===== src/rtl/mpmc10_cmd_fsm.sv =====
// mpmc10 per-channel command sequencer: takes one arbiter request and drives the MIG app_* handshakes.
// Optional macro MPMC10_BURST_EN honours req_len (multi-beat bursts); without it every transaction is one beat.
module mpmc10_cmd_fsm #(
    parameter int unsigned TO_BIT    = 9,
    parameter int unsigned MAX_BEATS = 8
) (
    input  logic                         clk,
    input  logic                         rst_n,
    input  logic                         mem_ui_rdy,
    input  logic                         req_valid,
    input  logic                         req_we,
    input  logic [$clog2(MAX_BEATS)-1:0] req_len,
    output logic                         req_ack,
    output logic                         app_en,
    output logic [2:0]                   app_cmd,
    input  logic                         app_rdy,
    output logic                         app_wdf_wren,
    output logic                         app_wdf_end,
    input  logic                         app_wdf_rdy,
    input  logic                         app_rd_data_valid,
    input  logic                         app_rd_data_end,
    input  logic [15:0]                  to_cnt,
    output logic [3:0]                   state,
    output logic [3:0]                   prev_state,
    output logic                         done,
    output logic                         timeout_err
);
    localparam int unsigned CW = $clog2(MAX_BEATS);

    typedef enum logic [3:0] {
        IDLE       = 4'd0,
        PRESET     = 4'd1,
        WRITE_DATA = 4'd2,
        SEND_CMD   = 4'd3,
        READ_DATA  = 4'd4,
        DONE       = 4'd5
    } state_t;

    state_t cur;
    logic   we_q;
    logic   last_beat;
    logic   abort;
    logic   accept;
    logic   unused_ok;

    assign abort  = (cur != IDLE) && to_cnt[TO_BIT];
    assign accept = (cur == IDLE) && mem_ui_rdy && req_valid;

    // Read termination counts beats; app_rd_data_end is informational only.
    assign unused_ok = ^{app_rd_data_end, to_cnt, req_len};

`ifdef MPMC10_BURST_EN
    logic [CW-1:0] len_q;
    logic [CW-1:0] cnt;

    always_ff @(posedge clk or negedge rst_n) begin
        if (!rst_n) begin
            len_q <= '0;
            cnt   <= '0;
        end else if (!abort) begin
            case (cur)
                IDLE:       if (accept) len_q <= req_len;
                PRESET:     cnt <= len_q;
                WRITE_DATA: if (app_wdf_rdy && cnt != '0) cnt <= cnt - 1'b1;
                SEND_CMD:   if (app_rdy && !we_q) cnt <= len_q;
                READ_DATA:  if (app_rd_data_valid && cnt != '0) cnt <= cnt - 1'b1;
                default:    ;
            endcase
        end
    end

    assign last_beat = (cnt == '0);
`else
    assign last_beat = 1'b1;
`endif

    always_ff @(posedge clk or negedge rst_n) begin
        if (!rst_n) begin
            cur         <= IDLE;
            prev_state  <= 4'd0;
            we_q        <= 1'b0;
            req_ack     <= 1'b0;
            done        <= 1'b0;
            timeout_err <= 1'b0;
        end else begin
            prev_state  <= cur;
            req_ack     <= 1'b0;
            done        <= 1'b0;
            timeout_err <= 1'b0;
            // A timeout overrides any handshake completing on the same edge.
            if (abort) begin
                cur         <= IDLE;
                timeout_err <= 1'b1;
            end else begin
                case (cur)
                    IDLE: begin
                        if (accept) begin
                            we_q    <= req_we;
                            req_ack <= 1'b1;
                            cur     <= PRESET;
                        end
                    end
                    PRESET:     cur <= we_q ? WRITE_DATA : SEND_CMD;
                    WRITE_DATA: if (app_wdf_rdy && last_beat) cur <= SEND_CMD;
                    SEND_CMD: begin
                        if (app_rdy) begin
                            if (we_q) begin
                                cur  <= DONE;
                                done <= 1'b1;
                            end else begin
                                cur <= READ_DATA;
                            end
                        end
                    end
                    READ_DATA: begin
                        if (app_rd_data_valid && last_beat) begin
                            cur  <= DONE;
                            done <= 1'b1;
                        end
                    end
                    DONE:    cur <= IDLE;
                    default: cur <= IDLE;
                endcase
            end
        end
    end

    assign state        = cur;
    assign app_en       = (cur == SEND_CMD);
    assign app_cmd      = ((cur == SEND_CMD) && !we_q) ? 3'b001 : 3'b000;
    assign app_wdf_wren = (cur == WRITE_DATA);
    assign app_wdf_end  = (cur == WRITE_DATA) && last_beat;

endmodule


===== config.mk =====
export PLATFORM = sky130hd
export DESIGN_NAME = mpmc10_cmd_fsm
export DESIGN_NICKNAME = d
export VERILOG_FILES = /design/src/rtl/mpmc10_cmd_fsm.sv
export SDC_FILE = /design/constraint.sdc
export NUM_CORES = 1
export LEC_CHECK = 0
export BUFFER_PORTS_ARGS = -buffer_cell sky130_fd_sc_hd__buf_2
export CAP_MARGIN = 10
export CORE_MARGIN = 2
export CORE_UTILIZATION = 25
export CTS_CLUSTER_DIAMETER = 150
export DETAILED_ROUTE_END_ITERATION = 6
export SYNTH_ARGS = -nofsm -noshare
export SYNTH_HDL_FRONTEND = slang
export SYNTH_SLANG_ARGS = --single-unit

===== constraint.sdc =====
create_clock -name clk -period 1.5 [get_ports clk]
set_input_delay 0.075 -clock clk [delete_from_list [all_inputs] [get_ports clk]]
set_output_delay 0.075 -clock clk [all_outputs]
set_load 0.005 [all_outputs]

* Word level (Yosys, flattened, before mapping) *
Index checks and enable logic that the tools add are counted.

operators by class
  equal/unequal tests = 8
  multiplexer cells = 18
  bitwise gates (word level) = 1
  reduce and logical (&&, ||, !) cells = 9

operator list
  kind                count
  $mux 4              5
  $pmux 4 s5          1
  $mux 1              11
  $eq 4x2->1 const B  2
  $ne 3x1->1 const B  2
  $ne 3x3->1 const B  2
  $eq 4x1->1 const B  1
  $eq 4x3->1 const B  1
  $logic_and 1x1->1   4
  $logic_not 4->1     1
  $reduce_and 4->1    1
  $reduce_bool 4->1   1
  $reduce_and 3->1    1
  $pmux 1 s2          1
  $logic_not 1->1     1
  $not 1->1           1

storage, ports and cells
  bits in registers = 12
  input port bits = 28
  output and inout port bits = 17
  word-level logic and storage cells = 42

* Longest topological paths before layout *
  word-level depth = 6
  depth in mapped cells = 4

* Least setup slack after synthesis *
OpenSTA, ideal clock, no wires.

  path type = flip-flop to flip-flop
  from = reg cur[2] (netlist: state[2])
  to = reg we_q
  arrival time = 1.066 ns
  data required time = 1.372 ns
  slack = 0.307 ns
  stages on the path, launching flop included = 3
  path buffers = 0
  path through = dfrtp_1 nor4_2 mux2_1

on the way
  longest elaborated chain between the ends = 4
  elaborated cells between the ends (all ways) = 7

RTL lines
  item                                                         line        source
  from (decl)                                                  39          state_t cur;
  from (signal assigned)                                       103         PRESET: cur <= we_q ? WRITE_DATA : SEND_CMD;
  $logic_not 4->1 / $reduce_bool 4->1 (equally long branches)  47, 95, 46
  $logic_and 1x1->1 (on tied branches)                         47, 46
  $logic_and 1x1->1 / $not 1->1 (equally long branches)        -
  $reduce_and 3->1 (no line) *                                 -
  to (signal assigned)                                         98          we_q <= req_we;
  to (decl)                                                    40          logic we_q;

Mark *: on every way between the ends. The rest lies on a longest branch, timed or not.
A chain may end at the register's enable or synchronous reset.

* Worst setup path after layout *
  from = reg cur[2] (netlist: state[2])
  to = out app_wdf_end

on the way
  longest elaborated chain between the ends = 1

RTL lines
  item        line  source
  $eq 4x2->1  132   assign app_wdf_end = (cur == WRITE_DATA) && last_beat;
  to (decl)   18    output logic app_wdf_end,

No other way between the ends.

==> impl_metrics.toml <==
[outcome]
status = "completed"

[placed_design]
gp_congestion = 0.671
dpl_cell_area_um2 = 637
hpwl_um = 770
portBuffers = 21

[cells_and_area]
syn_to_final_growth_pct = 31.8
n_fill_cell = 230
stdcell_area_um2 = 684
final_layout_size_suffix_gt1_share_pct = 43.8
nNetsFinal = 102
layout_commonest_cell = "buf_2"
insertedDiodeCount = 0
most-common-layout-cells = "buf_2, dfrtp_1, nor2_1, conb_1, buf_4"

[synth]
yosys-top-cells-area = "dfrtp_1, buf_4, nor2_1"
avgSynthCellArea_um2 = 10.6
yosysSeqAreaShare_pct = 48.2
synth-seq-cells = 10
yosysWarnings = 0
synthDistinctLibCells = 25
synth_top_cell_by_area = "dfrtp_1"
synth_top_cell_area_share_pct = 48.2
syn_inst = 49
synth_area_um2 = 519

[setup_path]
path_class = "register to output port"
r2r_cells = 2
cpPeakStageDelay_ns = 0.49
endpoint_kind = "output port"
critPathLaunchType = "register"
reg2reg_slack_ns = 0.20
cp_num_buf_inv = 2
critPathTopFamily = "flip-flops"
cp.required_ns = 1.42
critPathMaxFanout = 13
cp_slowest_cell = "dfrtp_2"
cp.depth = 3
crit_chain = "buf_4 > nor3b_2 > buf_2"
critPathArrivalTime_ns = 1.27

[global_routing]
antenna_found_initial = 0
grt_usage_pct = 9.02
grt_pass1_vias = 387
grt_overflow_total = 0
grt_max_degree = 14
grt_pass1_wl_um = 1620

[clock_tree]
cts_tree = "done"
cts_inserted_buffers = 3
root_buffer = "clkbuf_4"
clock-sinks = 10
cts_buffer_depth = 2
clkLatencyLatePin_ns = 0.26
post_cts_buffers = 0
clk_pin_slew_ns = 0.06
htree_levels = 1

[sta]
hold_violations = 0
finalCritPeriodShare_pct = 89.7
min_period_ns = 1.35
finalSetupTns_ns = 0
skew_ns = 0.00215
timing.fmax_ghz = 0.743
slew_violations = 0
setup_viol_count_final = 0
rsz0062_at_grt = "no"

[hold_path]
hold_depth = 2
hold_path.class = "primary input to register"

[routing]
wirelength_um = 1010
drt_iter0_drc = 1
remaining_drc_errors = 0
dr.pass1.iters = 2
post_drt_wl_per_cell_um = 10.1
avgViaCountPerCell = 4.31
ant_nets = 0
num_vias = 431

[power_and_ir_drop]
netSwitchingPower_w = 0.000358
internal_power_w = 0.000721
p_comb_share_pct = 38.3
pwr-share-clk_pct = 21.6
powerDensity_nw_per_um2 = 1580
seqPwrFrac_pct = 40.2
p_leak_nw = 0.347
swShare_pct = 33.2
peakVddDrop_uv = 487

[die]
rows = 16
dieArea_um2 = 2460
die_w_um = 49.6
io_pins = 45
die_h_um = 49.6
start_util_pct = 26.5
core_area_um2 = 1960

[flow_run]
drv_cap = 0
[synthesized netlist by cell type]
library cell and count:
nor4_1 1, o31a_1 1, nand2_1 2, a32oi_1 1
and3_1 1, nor2_1 5, and4b_1 1, conb_1 1
buf_6 1, nand3b_1 1, mux2_1 1, nor3_1 2
o31ai_1 1, a211oi_1 2, a211o_1 1, buf_4 5
buf_1 1, xnor2_1 1, buf_2 2, dfrtp_1 10
nor4_2 1, or4b_1 1, or3b_1 2, nor3b_2 1
a21oi_1 3
[routing by layer]
| layer | vias up | GRT usage (%) | part of all wire (%) |
|---|---|---|---|
| li1 | 215 | - | - |
| met1 | 194 | 10.1 | 43 |
| met2 | 18 | 13.6 | 45 |
| met3 | 4 | 2.73 | 8.6 |
| met4 | 0 | 8.33 | 3.1 |
| met5 | - | 0 | 0 |
[layout make-up]
class                      instances  area (um^2)  share of cell area [%]
multi-input combinational         33          218                    31.8
clock buffer                       4         36.3                    5.30
timing repair buffer              26          145                    21.2
sequential                        10          251                    36.7
tap                               27         33.8                    4.94
[power by group through the flow]
stage / combinational [W] / clock [W] / sequential (W)
3_3_place_gp: 0.000412 / 0 / 0.000439
3_5_place_dp: 0.000416 / 0 / 0.000440
2_1_floorplan: 0.000272 / 0 / 0.000426
5_1_grt: 0.000464 / 0.000255 / 0.000449
4_1_cts: 0.000419 / 0.000242 / 0.000437
6_report: 0.000413 / 0.000233 / 0.000434
[registers in the layout (all words and copies together) (netlist names)]
register	flops
done	1
prev_state	3
req_ack	1
state	3
timeout_err	1
we_q	1
[metrics by stage]
step	instances	worst slack [ns]	power, W	util (%)	hold slack [ns]
final	100	0.155	0.00108	34.9	0.0278
after floorplan	52	0.307	0.000698	-	-0.221
after detailed placement	95	0.129	0.000856	32.5	-0.0628
after CTS	100	0.0697	0.00110	34.8	0.0229
after global placement	95	0.132	0.000851	32.5	-0.0626
after global routing	100	0.0633	0.00117	34.9	0.0276
[what timing repair did]
action                                 CTS  global route
setup endpoints to repair                0             2
endpoints found under the hold margin   10             0
hold buffers                             1             0
resized for setup                        0             1
[kinds of logic after synthesis]
| group | share of synthesized area, % |
|---|---|
| and+or+nand+nor | 22.9 |
| DFF | 48.2 |
| AOI/OAI and AO/OA | 12.3 |
| buffers and inverters | 12.0 |
| xor gates and xnor gates | 1.69 |
| muxes | 2.17 |
| other | 0.722 |
[worst register-to-register path, cell delays in order (launching register included)]
cell and delay (ns):
dfrtp_2 0.49, nor4_2 0.35, mux2_1 0.35
[worst paths after layout]
path / from / end
worst min-delay path: req_we / we_q$_DFFE_PN0P_
worst min register to register: state[0]$_DFFE_PN0P_ / prev_state[0]$_DFF_PN0_
max in group asynchronous: rst_n / state[2]$_DFFE_PN0P_
worst max register to register: state[2]$_DFFE_PN0P_ / we_q$_DFFE_PN0P_
worst max-delay path: state[2]$_DFFE_PN0P_ / app_wdf_end
min in group asynchronous: rst_n / we_q$_DFFE_PN0P_
No activity file was read; power rests on OpenSTA's default activity.
